--- src/rtl/fpu_pkg.sv ---
// Shared encodings for the FPU stream wrapper: op codes, rounding modes,
// flag bit positions and the canonical quiet NaN returned for illegal ops.
package fpu_pkg;

   localparam logic [2:0] FPU_ADD = 3'd0;
   localparam logic [2:0] FPU_SUB = 3'd1;
   localparam logic [2:0] FPU_MUL = 3'd2;
   localparam logic [2:0] FPU_DIV = 3'd3;
   localparam logic [2:0] FPU_I2F = 3'd4;
   localparam logic [2:0] FPU_F2I = 3'd5;

   localparam logic [1:0] RM_NEAREST = 2'd0;
   localparam logic [1:0] RM_ZERO    = 2'd1;
   localparam logic [1:0] RM_UP      = 2'd2;
   localparam logic [1:0] RM_DOWN    = 2'd3;

   localparam int FLAG_INF         = 7;
   localparam int FLAG_SNAN        = 6;
   localparam int FLAG_QNAN        = 5;
   localparam int FLAG_INE         = 4;
   localparam int FLAG_OVERFLOW    = 3;
   localparam int FLAG_UNDERFLOW   = 2;
   localparam int FLAG_ZERO        = 1;
   localparam int FLAG_DIV_BY_ZERO = 0;

   localparam logic [31:0] QNAN_CANON    = 32'h7FC0_0000;
   localparam logic [7:0]  ILLEGAL_FLAGS = 8'h20;

   typedef logic [7:0] fpu_flags_t;

   function automatic logic op_legal(input logic [2:0] op);
      return op <= FPU_F2I;
   endfunction

endpackage

--- src/rtl/fpu_res_fifo.sv ---
// Order-preserving result FIFO; the head entry is presented combinationally
// from the storage array and a pop on an empty FIFO is ignored.
module fpu_res_fifo
   import fpu_pkg::*;
#(
   parameter int DW    = 44,
   parameter int DEPTH = 8,
   localparam int AW   = $clog2(DEPTH),
   localparam int CW   = AW + 1
) (
   input  logic          clk,
   input  logic          rst_n,
   input  logic          wr_en,
   input  logic [DW-1:0] wr_data,
   input  logic          rd_en,
   output logic [DW-1:0] rd_data,
   output logic          empty,
   output logic [CW-1:0] count
);

   logic [DW-1:0] mem [DEPTH];
   logic [AW-1:0] wr_ptr;
   logic [AW-1:0] rd_ptr;
   logic          full;
   logic          do_rd;

   assign empty   = (count == '0);
   assign full    = (count == CW'(DEPTH));
   assign do_rd   = rd_en && !empty;
   assign rd_data = mem[rd_ptr];

   always_ff @(posedge clk or negedge rst_n) begin
      if (!rst_n) begin
         for (int i = 0; i < DEPTH; i++) mem[i] <= '0;
         wr_ptr <= '0;
         rd_ptr <= '0;
         count  <= '0;
      end else begin
         if (wr_en) begin
            mem[wr_ptr] <= wr_data;
            wr_ptr      <= wr_ptr + 1'b1;
         end
         if (do_rd) rd_ptr <= rd_ptr + 1'b1;
         count <= count + CW'(wr_en) - CW'(do_rd);
      end
   end

   // Credits upstream keep this from ever firing in a correct system.
   assert property (@(posedge clk) disable iff (!rst_n) !(wr_en && full))
      else $error("fpu_res_fifo write while full");

endmodule

--- src/rtl/fpu_stream_wrapper.sv ---
// Valid/ready front end for the fixed-latency FPU core: a delay line follows
// each accepted op to the core output, results queue in an order-keeping FIFO.
module fpu_stream_wrapper
   import fpu_pkg::*;
#(
   parameter int WIDTH   = 32,
   parameter int LATENCY = 4,
   parameter int DEPTH   = 8,
   parameter int TAG_W   = 4
) (
   input  logic             clk,
   input  logic             rst_n,
   input  logic             in_valid,
   output logic             in_ready,
   input  logic [2:0]       in_op,
   input  logic [1:0]       in_rmode,
   input  logic [WIDTH-1:0] in_opa,
   input  logic [WIDTH-1:0] in_opb,
   input  logic [TAG_W-1:0] in_tag,
   output logic [2:0]       core_fpu_op,
   output logic [1:0]       core_rmode,
   output logic [WIDTH-1:0] core_opa,
   output logic [WIDTH-1:0] core_opb,
   input  logic [WIDTH-1:0] core_out,
   input  logic [7:0]       core_flags,
   output logic             out_valid,
   input  logic             out_ready,
   output logic [WIDTH-1:0] out_result,
   output logic [7:0]       out_flags,
   output logic [TAG_W-1:0] out_tag,
   output logic [7:0]       flag_sticky,
   input  logic             flag_clr
);

   localparam int CW = $clog2(DEPTH) + 1;
   localparam int IW = $clog2(LATENCY + 2);

   typedef struct packed {
      logic [WIDTH-1:0] result;
      fpu_flags_t       flags;
      logic [TAG_W-1:0] tag;
   } fpu_res_t;

   logic             accept;
   logic             wr_en;
   logic             ready_en;
   logic             fifo_empty;
   logic [LATENCY:0] dl_valid;
   logic [LATENCY:0] dl_ill;
   logic [TAG_W-1:0] dl_tag [LATENCY+1];
   logic [IW-1:0]    inflight;
   logic [CW-1:0]    fifo_count;
   fpu_res_t         wr_res;
   fpu_res_t         head;

   // Credits come only from registered counts, so in_ready never depends on out_ready.
   assign in_ready = ready_en && ((int'(inflight) + int'(fifo_count)) < DEPTH);
   assign accept   = in_valid && in_ready;
   assign wr_en    = dl_valid[LATENCY];

   always_comb begin
      wr_res.tag = dl_tag[LATENCY];
      if (dl_ill[LATENCY]) begin
         wr_res.result = WIDTH'(QNAN_CANON);
         wr_res.flags  = ILLEGAL_FLAGS;
      end else begin
         wr_res.result = core_out;
         wr_res.flags  = core_flags;
      end
   end

   always_ff @(posedge clk or negedge rst_n) begin
      if (!rst_n) begin
         ready_en    <= 1'b0;
         dl_valid    <= '0;
         dl_ill      <= '0;
         inflight    <= '0;
         for (int i = 0; i <= LATENCY; i++) dl_tag[i] <= '0;
         core_fpu_op <= '0;
         core_rmode  <= '0;
         core_opa    <= '0;
         core_opb    <= '0;
      end else begin
         ready_en  <= 1'b1;
         dl_valid  <= {dl_valid[LATENCY-1:0], accept};
         dl_ill    <= {dl_ill[LATENCY-1:0], accept && !op_legal(in_op)};
         dl_tag[0] <= in_tag;
         for (int i = 1; i <= LATENCY; i++) dl_tag[i] <= dl_tag[i-1];
         inflight  <= inflight + IW'(accept) - IW'(wr_en);
         // Illegal ops leave the core inputs untouched; their slot is patched at write.
         if (accept && op_legal(in_op)) begin
            core_fpu_op <= in_op;
            core_rmode  <= in_rmode;
            core_opa    <= in_opa;
            core_opb    <= in_opb;
         end
      end
   end

   always_ff @(posedge clk or negedge rst_n) begin
      if (!rst_n) flag_sticky <= '0;
      else        flag_sticky <= (flag_clr ? 8'h00 : flag_sticky) | (wr_en ? wr_res.flags : 8'h00);
   end

   fpu_res_fifo #(
      .DW    ($bits(fpu_res_t)),
      .DEPTH (DEPTH)
   ) u_fifo (
      .clk     (clk),
      .rst_n   (rst_n),
      .wr_en   (wr_en),
      .wr_data (wr_res),
      .rd_en   (out_ready),
      .rd_data (head),
      .empty   (fifo_empty),
      .count   (fifo_count)
   );

   assign out_valid  = !fifo_empty;
   assign out_result = head.result;
   assign out_flags  = head.flags;
   assign out_tag    = head.tag;

endmodule

--- config.mk ---
export PLATFORM = sky130hd
export DESIGN_NAME = fpu_stream_wrapper
export DESIGN_NICKNAME = d
export VERILOG_FILES = /design/src/rtl/fpu_pkg.sv /design/src/rtl/fpu_res_fifo.sv /design/src/rtl/fpu_stream_wrapper.sv
export SDC_FILE = /design/constraint.sdc
export NUM_CORES = 1
export LEC_CHECK = 0
export ABC_CLOCK_PERIOD_IN_PS = 2950
export BUFFER_PORTS_ARGS = -buffer_cell sky130_fd_sc_hd__buf_2
export CELL_PAD_IN_SITES_DETAIL_PLACEMENT = 0
export CELL_PAD_IN_SITES_GLOBAL_PLACEMENT = 1
export CORE_ASPECT_RATIO = 0.8
export CORE_MARGIN = 8
export CORE_UTILIZATION = 31
export DETAILED_ROUTE_END_ITERATION = 8
export GPL_TIMING_DRIVEN = 0
export HOLD_SLACK_MARGIN = 0.06
export MAX_ROUTING_LAYER = met4
export PLACE_DENSITY = 0.55
export SYNTH_ARGS = -nofsm -noshare
export SYNTH_HDL_FRONTEND = slang
export SYNTH_SLANG_ARGS = --single-unit
--- constraint.sdc ---
create_clock -name clk -period 2.95 [get_ports clk]
set_clock_uncertainty 0.2 [all_clocks]
set_input_delay 0.295 -clock clk [delete_from_list [all_inputs] [get_ports clk]]
set_output_delay 0.295 -clock clk [all_outputs]
set_load 0.02 [all_outputs]
==> impl_metrics.env <==
export IMPL_outcome="finished, final reports clean"
export IMPL_internal_power_mw=17.9
export IMPL_finalCriticalPeriod_ns=2.91
export IMPL_overflow=0
export IMPL_timing_setup_tns_ns=0
export IMPL_synth_mux_area_share_pct=18.5
export IMPL_wire_per_inst_um=20.9
export IMPL_dp_hpwl_um=39200
export IMPL_dp_slack_ns=0.107
export IMPL_p_switching_mw=9.60
export IMPL_ys_types=38
export IMPL_switching_share_pct=34.9
export IMPL_synth_main_ff_cell="dfrtp_1"
export IMPL_startpoint_type="register"
export IMPL_grt_pass1_vias=15200
export IMPL_crit_arrival_ns=2.42
export IMPL_synth_top_family_by_area="multiplexers"
export IMPL_synth_edf_count=0
export IMPL_fmax_mhz=343
export IMPL_cts_clk_slew_worst_paths_ns=0.06
export IMPL_grt_max_degree=121
export IMPL_cts_sinks=473
export IMPL_syn_avg_cell_area_um2=12.5
export IMPL_placed_area_um2=22000
export IMPL_critPathKind="reg2out"
export IMPL_vias_per_cell=4.79
export IMPL_endpoint_kind="output pin"
export IMPL_coreArea_um2=62700
export IMPL_hold_violations=0
export IMPL_cap_violations=0
export IMPL_synthAdderAreaFrac_pct=0.904
export IMPL_power_leakage_nw=11.6
export IMPL_drc=0
export IMPL_die_w_um=298
export IMPL_drive_gt1_share_pct=29.0
export IMPL_rsz0062_at_grt="yes"
export IMPL_cts_root_buffer="clkbuf_16"
export IMPL_dr_first_iter_drc_count=690
export IMPL_grt_pass1_wl_um=94100
export IMPL_pwr_share_clk_pct=24.0
export IMPL_first_pass_iters=5
export IMPL_syn2layout_area_growth_pct=28.6
export IMPL_yosysSeqAreaShare_pct=60.2
export IMPL_crit_chain="buf_12, buf_16, clkbuf_16, mux4_2, mux2_2, buf_2"
export IMPL_slew_viol_final=0
export IMPL_synthArstFlopShare_pct=100
export IMPL_peakVddDrop_mv=0.629
export IMPL_seqPwrFrac_pct=37.7
export IMPL_htree_num_levels=2
export IMPL_crit_slowest_cell="mux4_2"
export IMPL_max_stage_delay_ns=0.49
export IMPL_tightest_slew_ns=0.894
export IMPL_synth_simple_area_share_pct=7.89
export IMPL_setup_viol=0
export IMPL_numCtsBuffers=51
export IMPL_final_area_um2=25300
export IMPL_ys_ff_latch=473
export IMPL_die_h_um=241
export IMPL_path_max_fanout=9
export IMPL_antenna_left=0
export IMPL_fin_cells=2886
export IMPL_cts_tree="built"
export IMPL_antenna_found_initial=4
export IMPL_dp_cells=2660
export IMPL_vias=13800
export IMPL_relSlewSlack_pct=40.4
export IMPL_track_usage_pct=17.3
export IMPL_io_pins=241
export IMPL_synth_compound_area_share_pct=8.82
export IMPL_start_util_pct=31.4
export IMPL_comb_power_share_pct=38.3
export IMPL_clockBufferDepth=3
export IMPL_fin_ws_ns=0.0383
export IMPL_port_buffers=239
export IMPL_dieArea_um2=71800
export IMPL_netlist_area_um2=19700
export IMPL_min_path_type="in2async"
export IMPL_yosys_warnings=0
export IMPL_synthCells=1577
export IMPL_power_density_nw_per_um2=1090
export IMPL_syn_nets=1708
export IMPL_place_congestion=0.741
export IMPL_rows=82
export IMPL_clock_latency_ns=0.60
export IMPL_period_share_pct=98.7
export IMPL_required_ns=2.46
export IMPL_drt_wl_total_um=60300
export IMPL_nets=2131
export IMPL_synth_xor_area_share_pct=0.356
==> per-layer routing <==
metal	track usage, %	share of wire [%]
met5	-	0
met2	26.9	46
met4	4.16	1.9
met3	4.17	5.9
met1	22.9	46
==> cell families after synthesis <==
group / after synthesis
adders and majority gates: 13
and+or+nand+nor: 375
muxes: 233
buffers and inverters: 136
other: 1
DFF: 473
xor gates and xnor gates: 8
AOI/OAI and AO/OA: 338
==> layout make-up <==
type	count	area, µm²
fill	6025	37400
sequential	473	11800
multi-input combinational	968	7190
timing repair buffer	371	2670
clock buffer	85	1630
tap	840	1050
buffer	111	684
clock inverter	10	115
inverter	24	90.1
antenna	4	10.0
==> synthesized netlist by cell type (all sizes together), types with 3 or more instances <==
library cell,instances,area (µm²)
o21ai,320,1600
nand4bb,4,45.0
inv,24,90.1
mux2,145,1650
nand2b,30,188
nor2,10,37.5
o22ai,8,50.1
dfrtp,473,11800
nand2,322,1210
clkbuf,52,195
ha,11,138
nand4b,3,26.3
xnor2,6,52.6
mux4,88,1980
a211oi,3,27.5
buf,60,368
==> sequential cells by signal, indices dropped and copies added, names as in the netlist <==
| register | cells |
|---|---|
| core_opa | 32 |
| core_opb | 32 |
| dl_tag | 20 |
| core_rmode | 2 |
| ready_en | 1 |
| dl_ill | 5 |
| dl_valid | 5 |
| u_fifo.mem | 352 |
| u_fifo.wr_ptr | 3 |
| u_fifo.count | 4 |
| inflight | 3 |
| u_fifo.rd_ptr | 3 |
| core_fpu_op | 3 |
| flag_sticky | 8 |
==> critical path, delay by kind of cell (launching register included) <==
| family | cells | cell delay, ns |
|---|---|---|
| flops | 1 | 0.39 |
| buf+inv | 4 | 0.68 |
| mux | 2 | 0.76 |
==> per-stage QoR <==
step	utilization (%)	hold WS, ns	total power, mW
finish	40.3	0.118	27.5
global route	40.3	0.147	29.3
CTS	40.1	0.110	27.7
detailed placement	35.1	0.0416	20.5
global placement	34.9	0.131	20.2
floorplan	-	-0.201	16.9
==> cell usage in the layout, fill, tap and decap left out, drive strengths merged, types with 6 or more instances in the layout <==
cell | Yosys | routed
inv | 24 | 25
dlygate4sd3 | 0 | 120
buf | 60 | 312
mux2 | 145 | 145
ha | 11 | 11
nand2 | 322 | 322
xnor2 | 6 | 6
clkbuf | 52 | 135
dfrtp | 473 | 473
clkinv | 0 | 7
o22ai | 8 | 8
mux4 | 88 | 88
nor2 | 10 | 10
o21ai | 320 | 320
nand2b | 30 | 30
==> path summary, 6_finish.rpt <==
check,from,end,slack [ns],cells past startpoint
setup / recovery,u_fifo.rd_ptr[0],out_result[19],0.04,6
hold / removal,rst_n,u_fifo.mem[16],0.12,3
setup reg to reg,u_fifo.count[2],u_fifo.count[2],0.24,11
hold reg to reg,dl_valid[1],dl_valid[2],0.15,0
max in group asynchronous,rst_n,u_fifo.mem[38],0.95,5
min in group clk,dl_valid[1],dl_valid[2],0.15,0
==> repair_timing <==
action	CTS	global route
hold buffers	121	0
buffers inserted	1	4
setup endpoints to repair	44	36
resized for setup	44	22
cloned	0	2
endpoints found under the hold margin	663	0
==> power by group through the flow <==
stage / registers [mW] / logic [mW] / clock network [mW]
after floorplan: 10.7 / 6.26 / 0
after global placement: 10.3 / 9.93 / 0
after detailed placement: 10.4 / 10.1 / 0
final: 10.4 / 10.5 / 6.61
after CTS: 10.4 / 10.5 / 6.81
after global routing: 10.7 / 11.6 / 7.07
No activity file was read; power rests on OpenSTA's default activity.
